==> config.mk <==
export PLATFORM = sky130hd
export DESIGN_NAME = tug_round_ctrl_flat
export DESIGN_NICKNAME = d
export VERILOG_FILES = /design/src/rtl/tug_round_ctrl_if.sv /design/src/rtl/tug_round_ctrl.sv /design/src/flat_wrapper.sv
export SDC_FILE = /design/constraint.sdc
export NUM_CORES = 1
export LEC_CHECK = 0
export CORE_MARGIN = 2
export CORE_UTILIZATION = 24
export DETAILED_ROUTE_END_ITERATION = 12
export SYNTH_ARGS = -nofsm -noshare
export SYNTH_HDL_FRONTEND = slang
export SYNTH_SLANG_ARGS = --single-unit
export TNS_END_PERCENT = 10
==> constraint.sdc <==
create_clock -name clk -period 1.84 [get_ports clk]
set_clock_uncertainty 0.15 [all_clocks]
set_input_delay 0.368 -clock clk [delete_from_list [all_inputs] [get_ports clk]]
set_output_delay 0.368 -clock clk [all_outputs]
set_load 0.02 [all_outputs]
==> src/rtl/tug_round_ctrl_if.sv <==
// tug_round_ctrl_if: start/press inputs and round-result/display outputs of the round sequencer.
interface tug_round_ctrl_if;
  logic start_i, pbl_i, pbr_i;
  logic clear_o, leds_on_o, winrnd_o, right_o, tie_o, false_start_o, busy_o;
  logic [1:0] led_control_o;
  modport master (
    output start_i, pbl_i, pbr_i,
    input  clear_o, leds_on_o, winrnd_o, right_o, tie_o, false_start_o, busy_o, led_control_o
  );
  modport slave (
    input  start_i, pbl_i, pbr_i,
    output clear_o, leds_on_o, winrnd_o, right_o, tie_o, false_start_o, busy_o, led_control_o
  );
endinterface

==> src/rtl/tug_round_ctrl.sv <==
// tug_round_ctrl: tug-of-war round sequencer (random ready delay, armed window with timeout, result hold).
// Define TUG_FALSE_START_EN to end the round on a press during the ready delay.
module tug_round_ctrl #(
  parameter int DELAY_MIN = 4,
  parameter int DELAY_W   = 3,
  parameter int TIMEOUT   = 10,
  parameter int HOLD_CYC  = 3
) (
  input logic             clk,
  input logic             rst_n,
  tug_round_ctrl_if.slave bus
);
  localparam int DMAX = DELAY_MIN + (1 << DELAY_W) - 1;
  localparam int TMAX = DMAX > TIMEOUT ? DMAX : TIMEOUT;
  localparam int CMAX = TMAX > HOLD_CYC ? TMAX : HOLD_CYC;
  localparam int CW   = $clog2(CMAX + 1);
  // encoding doubles as the led_control display select
  typedef enum logic [1:0] {IDLE = 2'b00, WAIT = 2'b01, ARMED = 2'b10, HOLD = 2'b11} state_t;
  state_t        state_q, state_d;
  logic [7:0]    lfsr_q, lfsr_d;
  logic [CW-1:0] cnt_q, cnt_d;
  logic          win_q, win_d, right_q, right_d, tie_q, tie_d, fs_q, fs_d;
  logic          clear_q, leds_q, busy_q;
  logic [1:0]    lc_q;
  logic          press, both, last;
  assign press  = bus.pbl_i | bus.pbr_i;
  assign both   = bus.pbl_i & bus.pbr_i;
  assign last   = cnt_q == CW'(1);
  assign lfsr_d = {1'b0, lfsr_q[7:1]} ^ (lfsr_q[0] ? 8'hB8 : 8'h00);
  always_comb begin
    state_d = state_q;
    cnt_d   = cnt_q;
    win_d   = 1'b0;
    right_d = right_q;
    tie_d   = 1'b0;
    fs_d    = 1'b0;
    case (state_q)
      IDLE: if (bus.start_i) begin
        state_d = WAIT;
        cnt_d   = CW'(DELAY_MIN) + CW'(lfsr_q[DELAY_W-1:0]);
      end
      WAIT: begin
`ifdef TUG_FALSE_START_EN
        if (press) begin
          state_d = HOLD;
          cnt_d   = CW'(HOLD_CYC);
          fs_d    = 1'b1;
          tie_d   = both;
          win_d   = !both;
          right_d = both ? right_q : bus.pbl_i;
        end else
`endif
        if (last) begin
          state_d = ARMED;
          cnt_d   = CW'(TIMEOUT);
        end else cnt_d = cnt_q - CW'(1);
      end
      ARMED: begin
        // a press on the final armed edge beats the timeout
        if (press || last) begin
          state_d = HOLD;
          cnt_d   = CW'(HOLD_CYC);
          tie_d   = both || !press;
          win_d   = press && !both;
          right_d = (press && !both) ? bus.pbr_i : right_q;
        end else cnt_d = cnt_q - CW'(1);
      end
      default: begin
        if (last) state_d = IDLE;
        else cnt_d = cnt_q - CW'(1);
      end
    endcase
  end
  always_ff @(posedge clk or negedge rst_n) begin
    if (!rst_n) begin
      state_q <= IDLE;
      lfsr_q  <= 8'hA5;
      cnt_q   <= '0;
      win_q   <= 1'b0;
      right_q <= 1'b0;
      tie_q   <= 1'b0;
      fs_q    <= 1'b0;
      clear_q <= 1'b1;
      leds_q  <= 1'b0;
      busy_q  <= 1'b0;
      lc_q    <= 2'b00;
    end else begin
      state_q <= state_d;
      lfsr_q  <= lfsr_d;
      cnt_q   <= cnt_d;
      win_q   <= win_d;
      right_q <= right_d;
      tie_q   <= tie_d;
      fs_q    <= fs_d;
      clear_q <= state_d == IDLE;
      leds_q  <= state_d == ARMED;
      busy_q  <= state_d != IDLE;
      lc_q    <= 2'(state_d);
    end
  end
  assign bus.clear_o       = clear_q;
  assign bus.leds_on_o     = leds_q;
  assign bus.winrnd_o      = win_q;
  assign bus.right_o       = right_q;
  assign bus.tie_o         = tie_q;
  assign bus.false_start_o = fs_q;
  assign bus.busy_o        = busy_q;
  assign bus.led_control_o = lc_q;
endmodule

==> src/flat_wrapper.sv <==
// flat-port wrapper written by rule: the top's interface ports become plain ports
module tug_round_ctrl_flat 
#(
  parameter int DELAY_MIN = 4,
  parameter int DELAY_W   = 3,
  parameter int TIMEOUT   = 10,
  parameter int HOLD_CYC  = 3
)
  (clk, rst_n, bus_start_i, bus_pbl_i, bus_pbr_i, bus_clear_o, bus_leds_on_o, bus_winrnd_o, bus_right_o, bus_tie_o, bus_false_start_o, bus_busy_o, bus_led_control_o);
  tug_round_ctrl_if bus_i ();
  input logic clk;
  input logic rst_n;
  input wire logic [$bits(bus_i.start_i)-1:0] bus_start_i;
  input wire logic [$bits(bus_i.pbl_i)-1:0] bus_pbl_i;
  input wire logic [$bits(bus_i.pbr_i)-1:0] bus_pbr_i;
  output wire logic [$bits(bus_i.clear_o)-1:0] bus_clear_o;
  output wire logic [$bits(bus_i.leds_on_o)-1:0] bus_leds_on_o;
  output wire logic [$bits(bus_i.winrnd_o)-1:0] bus_winrnd_o;
  output wire logic [$bits(bus_i.right_o)-1:0] bus_right_o;
  output wire logic [$bits(bus_i.tie_o)-1:0] bus_tie_o;
  output wire logic [$bits(bus_i.false_start_o)-1:0] bus_false_start_o;
  output wire logic [$bits(bus_i.busy_o)-1:0] bus_busy_o;
  output wire logic [$bits(bus_i.led_control_o)-1:0] bus_led_control_o;
  assign bus_i.start_i = bus_start_i;
  assign bus_i.pbl_i = bus_pbl_i;
  assign bus_i.pbr_i = bus_pbr_i;
  assign bus_clear_o = bus_i.clear_o;
  assign bus_leds_on_o = bus_i.leds_on_o;
  assign bus_winrnd_o = bus_i.winrnd_o;
  assign bus_right_o = bus_i.right_o;
  assign bus_tie_o = bus_i.tie_o;
  assign bus_false_start_o = bus_i.false_start_o;
  assign bus_busy_o = bus_i.busy_o;
  assign bus_led_control_o = bus_i.led_control_o;
  tug_round_ctrl #(.DELAY_MIN(DELAY_MIN), .DELAY_W(DELAY_W), .TIMEOUT(TIMEOUT), .HOLD_CYC(HOLD_CYC)) u_core (.clk(clk), .rst_n(rst_n), .bus(bus_i));
endmodule
# --- After elaboration in Yosys (flattened, before gate mapping) ---
# Index checks and enable logic that the tools add are counted.
op_classes:
  n_addsub: 2
  n_eq_ne: 6
  n_mux: 15
  n_bitwise: 3
  reduce_logical: 10
ops:
  columns: ["cell", "count"]
  rows:
  - ["$mux W4", 4]
  - ["$pmux W4 S3", 1]
  - ["$mux W2", 4]
  - ["$mux W8", 1]
  - ["$xor A7 B8 Y8", 1]
  - ["$pmux W2 S3", 1]
  - ["$add A3 B3 Y4 const A", 1]
  - ["$eq A2 B2 Y1 const B", 2]
  - ["$eq A4 B1 Y1 const B", 1]
  - ["$logic_not A2 Y1", 2]
  - ["$mux W1", 4]
  - ["$ne A4 B4 Y1 const B", 1]
  - ["$sub A4 B1 Y4 const B", 1]
  - ["$reduce_and A3 Y1", 1]
  - ["$eq A2 B1 Y1 const B", 1]
  - ["$logic_not A1 Y1", 2]
  - ["$logic_or A1 B1 Y1", 2]
  - ["$ne A2 B2 Y1 const B", 1]
  - ["$reduce_and A2 Y1", 1]
  - ["$reduce_bool A2 Y1", 1]
  - ["$and A1 B1 Y1", 1]
  - ["$logic_and A1 B1 Y1", 1]
  - ["$or A1 B1 Y1", 1]
word_totals:
  ff_bits: 20
  input_bits: 5
  output_inout_bits: 9
  wordCells: 45

# --- Longest topological paths before layout ---
# Gate-level depths: netlist of the first run.
logic_depth:
  word_depth: 5
  mapped_depth: 7

# --- Least setup slack after synthesis of the first run ---
# Ideal clock, no wire load.
synth_timing:
  path_type: "reg-to-reg"
  from: "register u_core.cnt_q[1]"
  to: "register u_core.right_q, in the netlist u_core.bus.right_o"
  arrival_ns: 1.607
  required_ns: 1.563
  path_slack_ns: -0.045
  stages_incl_launch_ff: 7
  period_less_slack_ns: 1.885
  cell_sequence: "dfrtp_1 > inv_1 > ha_1 > or3b_4 > nand2_1 > and4b_1 > mux2_1"
synth_via:
  elab_chain_cells: 3
synth_lines:
  columns: ["item", "line", "rtl"]
  rows:
  - ["start, declared", "tug_round_ctrl.sv:21", "logic [CW-1:0] cnt_q, cnt_d;"]
  - ["start signal, assigned", "tug_round_ctrl.sv:90", "cnt_q <= cnt_d;"]
  - ["$eq A4 B1 Y1", "tug_round_ctrl.sv:28", "assign last = cnt_q == CW'(1);"]
  - ["$logic_or A1 B1 Y1", "tug_round_ctrl.sv:60", "if (press || last) begin"]
  - ["$reduce_and A3 Y1 (no source line)", null, null]
  - ["end signal, assigned", "tug_round_ctrl.sv:92", "right_q <= right_d;"]
  - ["end, declared", "tug_round_ctrl.sv:22", "logic win_q, win_d, right_q, right_d, tie_q, tie_d, fs_q, fs_d;"]
# No other way between the ends.
# A chain may end at the register's enable or synchronous reset.

# --- Worst setup path in the final report of the first run ---
# Same ends and word-level chain as after synthesis.

==> results.md, run 1 <==
* Status: complete, but fails checks
* Failing checks: setup timing
* VDD IR-drop max at about 0.00038 V
* Number of buffers created by CTS at 3
* Element type at the critical path end: register
* CTS Hold Bufs at 0
* Psw at between 600 and 700 uW
* Non-filler cells, final at 140
* Post-synth EDFFs at 0
* Post-Syn Area per Cell at 12.4 um2
* Synthesized flop and latch total at 20
* Yosys cell types at 34
* DP Cell Count at 134
* Max-Cap Viols at 0
* Die Footprint at 4110 um2
* Global Route Usage Sum at 9.25%
* Startpoint Class: register
* Syn. warnings at 0
* Total power at 1780 uW
* Final slew viol count at 0
* Footprint of the multi-input gates at 352 um2
* Design Area, Final at 1170 um2
* Clk_lat worst skew at about 0.31 ns
* Sequential share of power at 35.4%
* Starting Density at 25.4%
* Detailed-route via count at about 620
* Leakage at approximately 0.00055 uW
* Gr ovfl total at 0
* Drt total wl at 1710 um
* Drt first pass iters at 4
* Drt initial violations at 35
* Share of layout cells above drive strength 1 at a little under a third
* Critical Path RT at 1.89 ns
* Synth Net Count at about 80
* Syn Inst Count at 70
* Critical path's slowest cell: dfrtp_1
* Worst-case reg-to-reg path depth at 6
* Hold crit path type: register to register
* CTS tree: done
* Antenna cells at 0
* Initial antenna violation count at 0
* Largest net degree at the start of global routing at 21
* Clk sinks at 20
* Clk root buf: clkbuf_4
* RSZ-0062 raised after global routing: yes
* FF/Latch Area at 507 um2
* Synth Flop Type: dfrtp_1
* Vias in the first global route at 625
* Drt via density at 4.46
* Sw Ratio at between 30 and 40%
* Chip width at about 64 um
* Die Ht at approximately 64 um
* H-tree depth at 1
* Site Rows at 21
* First-pass GRT wire length at about 3000 um
* Max Freq at about 530 MHz
* CP max stage delay at 0.41 ns
* Critical path arrival at between 1.5 and 2 ns
* Register area share after synthesis at between 50 and 60%
* Comb pwr share at 50.1%
* Total Nets Final at 103
* Clk slew on worst S/H paths at between 0.1 and 0.15 ns
* Clock share of power at 14.5%
* Pwr/cell area at ~1500 nW/um2
* Hold path cells at 0
* Mapped cell area at 867 um2
* RD Place Congestion at between 0.7 and 0.8
* Layout area overhead at 35.5%
* Top Ports at 14
* Crit Path Class: register to register
* Final critical-path share of the clock period at 103%
* DP Wirelength at 1150 um
* Hold Violations, Final at 0
* DRC viols at 0
* Fin worst setup slack at -0.0591 ns
* Fillers at 348
* Worst hold margin at about 0.22 ns
* Deepest clock path buffer count at 2
* Commonest non-fill, non-tap cell in the layout: dfrtp_1
* Fin crit period at ~1.9 ns
* FFs w/ async S/R, synth at 100%
* Pint at 1140 uW
* CP max FO at 4
* CP cell instances: inv_2, ha_4, or3b_4, nand2_2, and4b_1, mux2_4
* DP Area at 1110 um2
* Commonest cells after routing, fill and taps aside: 15 x dfrtp_1, 11 x buf_4, 8 x clkdlybuf4s50_1
* Antenna Nets Post-Route at 0
* DR WL/cell at 12.2 um
* Final setup violating endpoints at 2
* Core Area at roughly 3400 um2
* Final Util at 34.4%
* Buffers on Ports at 12
-- metrics by stage --
stage / TNS, ns / worst slack, ns
2_1_floorplan: 0 / 0.0217
6_report: -0.0729 / -0.0591
5_1_grt: -0.238 / -0.104
4_1_cts: -0.112 / -0.0525
3_5_place_dp: -1.11 / -0.295
3_3_place_gp: -0.970 / -0.266
-- repair_timing --
action	4_1_cts	5_1_grt
resized for setup	5	4
endpoints found under the setup margin	6	6
pin swaps	0	1
setup buffers	0	2
-- final timing paths --
check                                       startpoint                        endpoint  slack, ns
hold / removal              u_core.lfsr_q[3]$_DFF_PN0_      u_core.lfsr_q[2]$_DFF_PN1_       0.22
setup / recovery           u_core.cnt_q[1]$_DFFE_PN0P_  u_core.bus.right_o$_DFFE_PN0P_      -0.06
hold reg to reg             u_core.lfsr_q[3]$_DFF_PN0_      u_core.lfsr_q[2]$_DFF_PN1_       0.22
max in group asynchronous                        rst_n      u_core.lfsr_q[7]$_DFF_PN1_       1.03
setup reg to reg           u_core.cnt_q[1]$_DFFE_PN0P_  u_core.bus.right_o$_DFFE_PN0P_      -0.06
min in group asynchronous                        rst_n     u_core.state_q[0]$_DFF_PN0_       0.23
-- cell usage after synthesis (2+ instances only) --
master	n	area, um2
a22o_1	2	17.5
buf_2	2	10.0
dfrtp_1	15	375
dfstp_2	5	131
ha_1	3	37.5
inv_1	4	15.0
nand2_1	3	11.3
nand2b_1	2	12.5
nor3_1	2	10.0
o21ai_0	3	15.0
o21ai_1	2	10.0
o22ai_1	3	18.8
xor2_1	3	26.3
-- registers in the layout (all words and copies together), names as in the netlist --
register	flops
u_core.bus.leds_on_o	1
u_core.bus.winrnd_o	1
u_core.state_q	2
u_core.cnt_q	4
u_core.bus.right_o	1
u_core.bus.busy_o	1
u_core.lfsr_q	8
u_core.bus.clear_o	1
u_core.bus.tie_o	1
-- layout make-up --
class / instances / share of cell area (%)
Sequential cell: 20 / 43.1
Clock buffer: 4 / 3.09
Timing Repair Buffer: 23 / 17.1
Inverter: 5 / 1.81
Multi-Input combinational cell: 42 / 29.9
Tap cell: 46 / 4.90
-- logic make-up (layout without fill, tap and decap cells) --
logic type / count (synthesis) / in the layout / share of synthesized area, %
AO/OA/AOI/OAI: 17 / 17 / 13.9
XOR/XNOR: 4 / 4 / 4.04
adder cells (fa/ha/maj): 3 / 3 / 4.33
buffers and inverters: 8 / 32 / 4.18
flip-flops: 20 / 20 / 58.4
multiplexers: 2 / 2 / 2.45
other: 1 / 1 / 0.432
AND/OR/NAND/NOR: 15 / 15 / 12.3
-- critical path, delay by kind of cell, from the launching register on --
kind	cells	cell delay [ns]
simple gates	3	0.72
flops	1	0.41
mux	1	0.30
fa+ha+maj	1	0.12
buf+inv	1	0.08
-- power by group through the flow --
stage	Combinational [uW]	Sequential, uW	Clock [uW]
6_report	894	631	259
5_1_grt	987	647	280
4_1_cts	854	631	262
3_5_place_dp	854	638	0
3_3_place_gp	843	632	0
2_1_floorplan	438	712	0
-- routing by layer --
metal	routed length, um	track usage, %	part of all wire, %	vias up
met1	778	11.4	45	307
met2	829	15.5	48	16
met5	0	0	0	-
li1	-	-	-	296
met3	44	0.528	2.6	5
met4	59	6.38	3.4	0
Note: power is estimated with default switching activity, not from simulation.
==> run 2: changes to the inputs <==
--- a/config.mk
+++ b/config.mk
@@ -5,7 +5,6 @@
 export SDC_FILE = /design/constraint.sdc
 export NUM_CORES = 1
 export LEC_CHECK = 0
-export CORE_MARGIN = 2
 export CORE_UTILIZATION = 24
 export DETAILED_ROUTE_END_ITERATION = 12
 export SYNTH_ARGS = -nofsm -noshare
==> run 2 against run 1 <==
Against the previous run:
- the flow still finishes with violations (setup timing)
- clock power increased by 39%
- via count increased by 2.1%
- maximum frequency decreased by 1.6%
- wire length decreased by 2.2%
- sequential power increased by 2%
- flip-flop and latch count unchanged
- final area increased by 0.64%
- first-iteration DRC count decreased by 46%
- combinational power decreased by 2.8%
- core utilization increased by 0.49 points
- register-to-register slack got worse by 0.03 ns
==> results.md, run 2 (same netlist as run 1, synthesis figures left out) <==
* Sw Ratio at 34.2% (-2.2 points)
* CTS tree: done
* Final Util at 34.9% (+0.49 points)
* Initial antenna violation count at 0 (unchanged)
* Drt initial violations at 19 (-46%)
* Clk root buf: clkbuf_4
* Hold crit path type: register to register
* Final critical-path share of the clock period at 105% (+1.7 points)
* Number of buffers created by CTS at 3 (unchanged)
* CP max FO at 4 (unchanged)
* Psw at 641 uW (-1.2%)
* Commonest cells after routing, fill and taps aside: 14 x dfrtp_1, 11 x buf_4, 9 x clkdlybuf4s50_1
* Antenna Nets Post-Route at 0 (unchanged)
* Pre-CTS setup slack at -0.299 ns (-0.00329 ns)
* Clock share of power at 19.2% (+4.7 points)
* Share of layout cells above drive strength 1 at 30.9% (-1.1 points)
* Core Area at 3390 um2 (-0.77%)
* Failing checks: setup timing
* Die Footprint at 3860 um2 (-6.1%)
* CP cell instances: inv_2, ha_4, or3b_4, nand2_2, and4b_1, mux2_4
* Final setup violating endpoints at 3 (+1)
* Global Route Usage Sum at 9.71% (+0.46 points)
* Clk sinks at 20 (unchanged)
* Max-Cap Viols at 0 (unchanged)
* Setup slack, reg-to-reg at -0.09 ns (-0.03 ns)
* DR WL/cell at 12.0 um (-2.2%)
* Vias in the first global route at 626 (+0.16%)
* Deepest clock path buffer count at 2 (unchanged)
* Critical Path RT at 1.89 ns (about the same)
* Drt first pass iters at 4 (unchanged)
* Detailed-route via count at 637 (+2.1%)
* Worst-case reg-to-reg path depth at 6 (unchanged)
* Biggest regs: u_core.lfsr_q x8, u_core.cnt_q x4, u_core.state_q x2
* Gr ovfl total at 0 (unchanged)
* Reg-to-reg endpoint: u_core.bus.right_o$_DFFE_PN0P_
* Top Ports at 14 (unchanged)
* Layout area overhead at 36.4%
* Most flops, register: u_core.lfsr_q
* Site Rows at 21 (unchanged)
* CTS Hold Bufs at 0 (unchanged)
* Pint at 1230 uW (+8.7%)
* Sequential share of power at 34.5% (-0.9 points)
* DP Wirelength at 1190 um (+3.3%)
* Delay-heaviest family, CP: simple AND/OR/NAND/NOR gates
* Fin worst setup slack at -0.0899 ns (-0.0308 ns)
* Largest net degree at the start of global routing at 21 (unchanged)
* Hold Violations, Final at 0 (unchanged)
* Final slew viol count at 0 (unchanged)
* Buffers on Ports at 12 (unchanged)
* Chip width at 62.1 um (-3.1%)
* Comb pwr share at 46.3% (-3.8 points)
* Drt total wl at 1670 um (-2.2%)
* DRC viols at 0 (unchanged)
* Antenna cells at 0 (unchanged)
* Critical path arrival at 1.98 ns (+0.04 ns)
* Startpoint Class: register
* Drt via density at 4.55 (+2.1%)
* Commonest non-fill, non-tap cell in the layout: dfrtp_1
* H-tree depth at 1 (unchanged)
* Largest register FFs at 8 (unchanged)
* Starting Density at 25.6% (+0.20 points)
* Hold path start: u_core.lfsr_q[3]$_DFF_PN0_
* Critical path's slowest cell: dfrtp_1
* Pwr/cell area at 1590 nW/um2 (+4.5%)
* Leakage at 0.000545 uW (-0.32%)
* VDD IR-drop max at 0.000457 V (+21%)
* Hold path cells at 0 (unchanged)
* Status: complete, but fails checks
* Clk_lat worst skew at 0.31 ns (about the same)
* Die Ht at 62.1 um (-3.1%)
* Worst Hold End: u_core.lfsr_q[2]$_DFF_PN1_
* Crit Path Class: register to register
* Clk slew on worst S/H paths at 0.12 ns (about the same)
* Reg-to-reg startpoint: u_core.cnt_q[1]$_DFFE_PN0P_
* DP Cell Count at 133 (-0.75%)
* Element type at the critical path end: register
* Max Freq at 518 MHz (-1.6%)
* RD Place Congestion at 0.731 (-2.4%)
* CP max stage delay at 0.42 ns (about the same)
* Total Nets Final at 103 (unchanged)
* First-pass GRT wire length at 2900 um (-0.92%)
* Non-filler cells, final at 140 (unchanged)
* RSZ-0062 raised after global routing: yes
* Fin crit period at 1.93 ns (+0.0308 ns)
* Buf+Inv Stages, Crit Path at 1 (unchanged)
==> run 2: cell types whose count changed in the layout (fill, tap and decap cells not counted), sizes merged <==
cell | before | now
bufinv | 0 | 1
clkbuf | 4 | 3
clkdlybuf4s50 | 8 | 9
dlygate4sd2 | 3 | 2
==> run 2: worst max path at each step <==
stage                                 from                        endpoint  slack, ns  cells past startpoint
3_3_place_gp                     bus_pbr_i     u_core.cnt_q[2]$_DFFE_PN0P_      -0.26                      7
6_report       u_core.cnt_q[1]$_DFFE_PN0P_  u_core.bus.right_o$_DFFE_PN0P_      -0.09                      6
3_5_place_dp                     bus_pbr_i     u_core.cnt_q[2]$_DFFE_PN0P_      -0.30                      7
4_1_cts        u_core.state_q[0]$_DFF_PN0_            bus_led_control_o[0]      -0.08                      1
5_1_grt        u_core.cnt_q[1]$_DFFE_PN0P_  u_core.bus.right_o$_DFFE_PN0P_      -0.13                      6
2_1_floorplan  u_core.cnt_q[1]$_DFFE_PN0P_  u_core.bus.right_o$_DFFE_PN0P_       0.02                      6
==> run 2: through the flow <==
stage | hold slack (ns) | cell area, um2 | total power (uW) | TNS, ns
after global placement | 0.193 | 1100 | 1460 | -0.955
after detailed placement | 0.188 | 1100 | 1490 | -1.10
after CTS | 0.223 | 1160 | 1860 | -0.224
final | 0.218 | 1180 | 1870 | -0.175
after floorplan | -0.0776 | 880 | 1150 | 0
after global routing | 0.226 | 1180 | 2000 | -0.445
==> run 2: power groups by stage <==
stage | sequential [uW] | clock [uW] | combinational [uW]
global route | 661 | 385 | 956
CTS | 646 | 368 | 842
global placement | 645 | 0 | 816
finish | 646 | 360 | 869
detailed placement | 651 | 0 | 841
floorplan | 712 | 0 | 438
==> run 2: final cells by class <==
class | count | area (um2)
fillers | 331 | 2210
well taps | 46 | 57.6
clock inverters | 1 | 30.0
flip-flops and latches | 20 | 508
clock buffers | 3 | 22.5
multi-input cells | 42 | 343
inverters | 5 | 18.8
repair buffers | 23 | 203
==> run 2: layer usage <==
layer	track usage, %	routed length (um)
met5	0	0
met4	6.10	27
met3	2.57	83
met2	15.4	808
met1	11.7	753
==> run 2: what timing repair did <==
action,4_1_cts,5_1_grt
endpoints found under the setup margin,6,5
buffers inserted,0,3
gates resized for setup,5,1
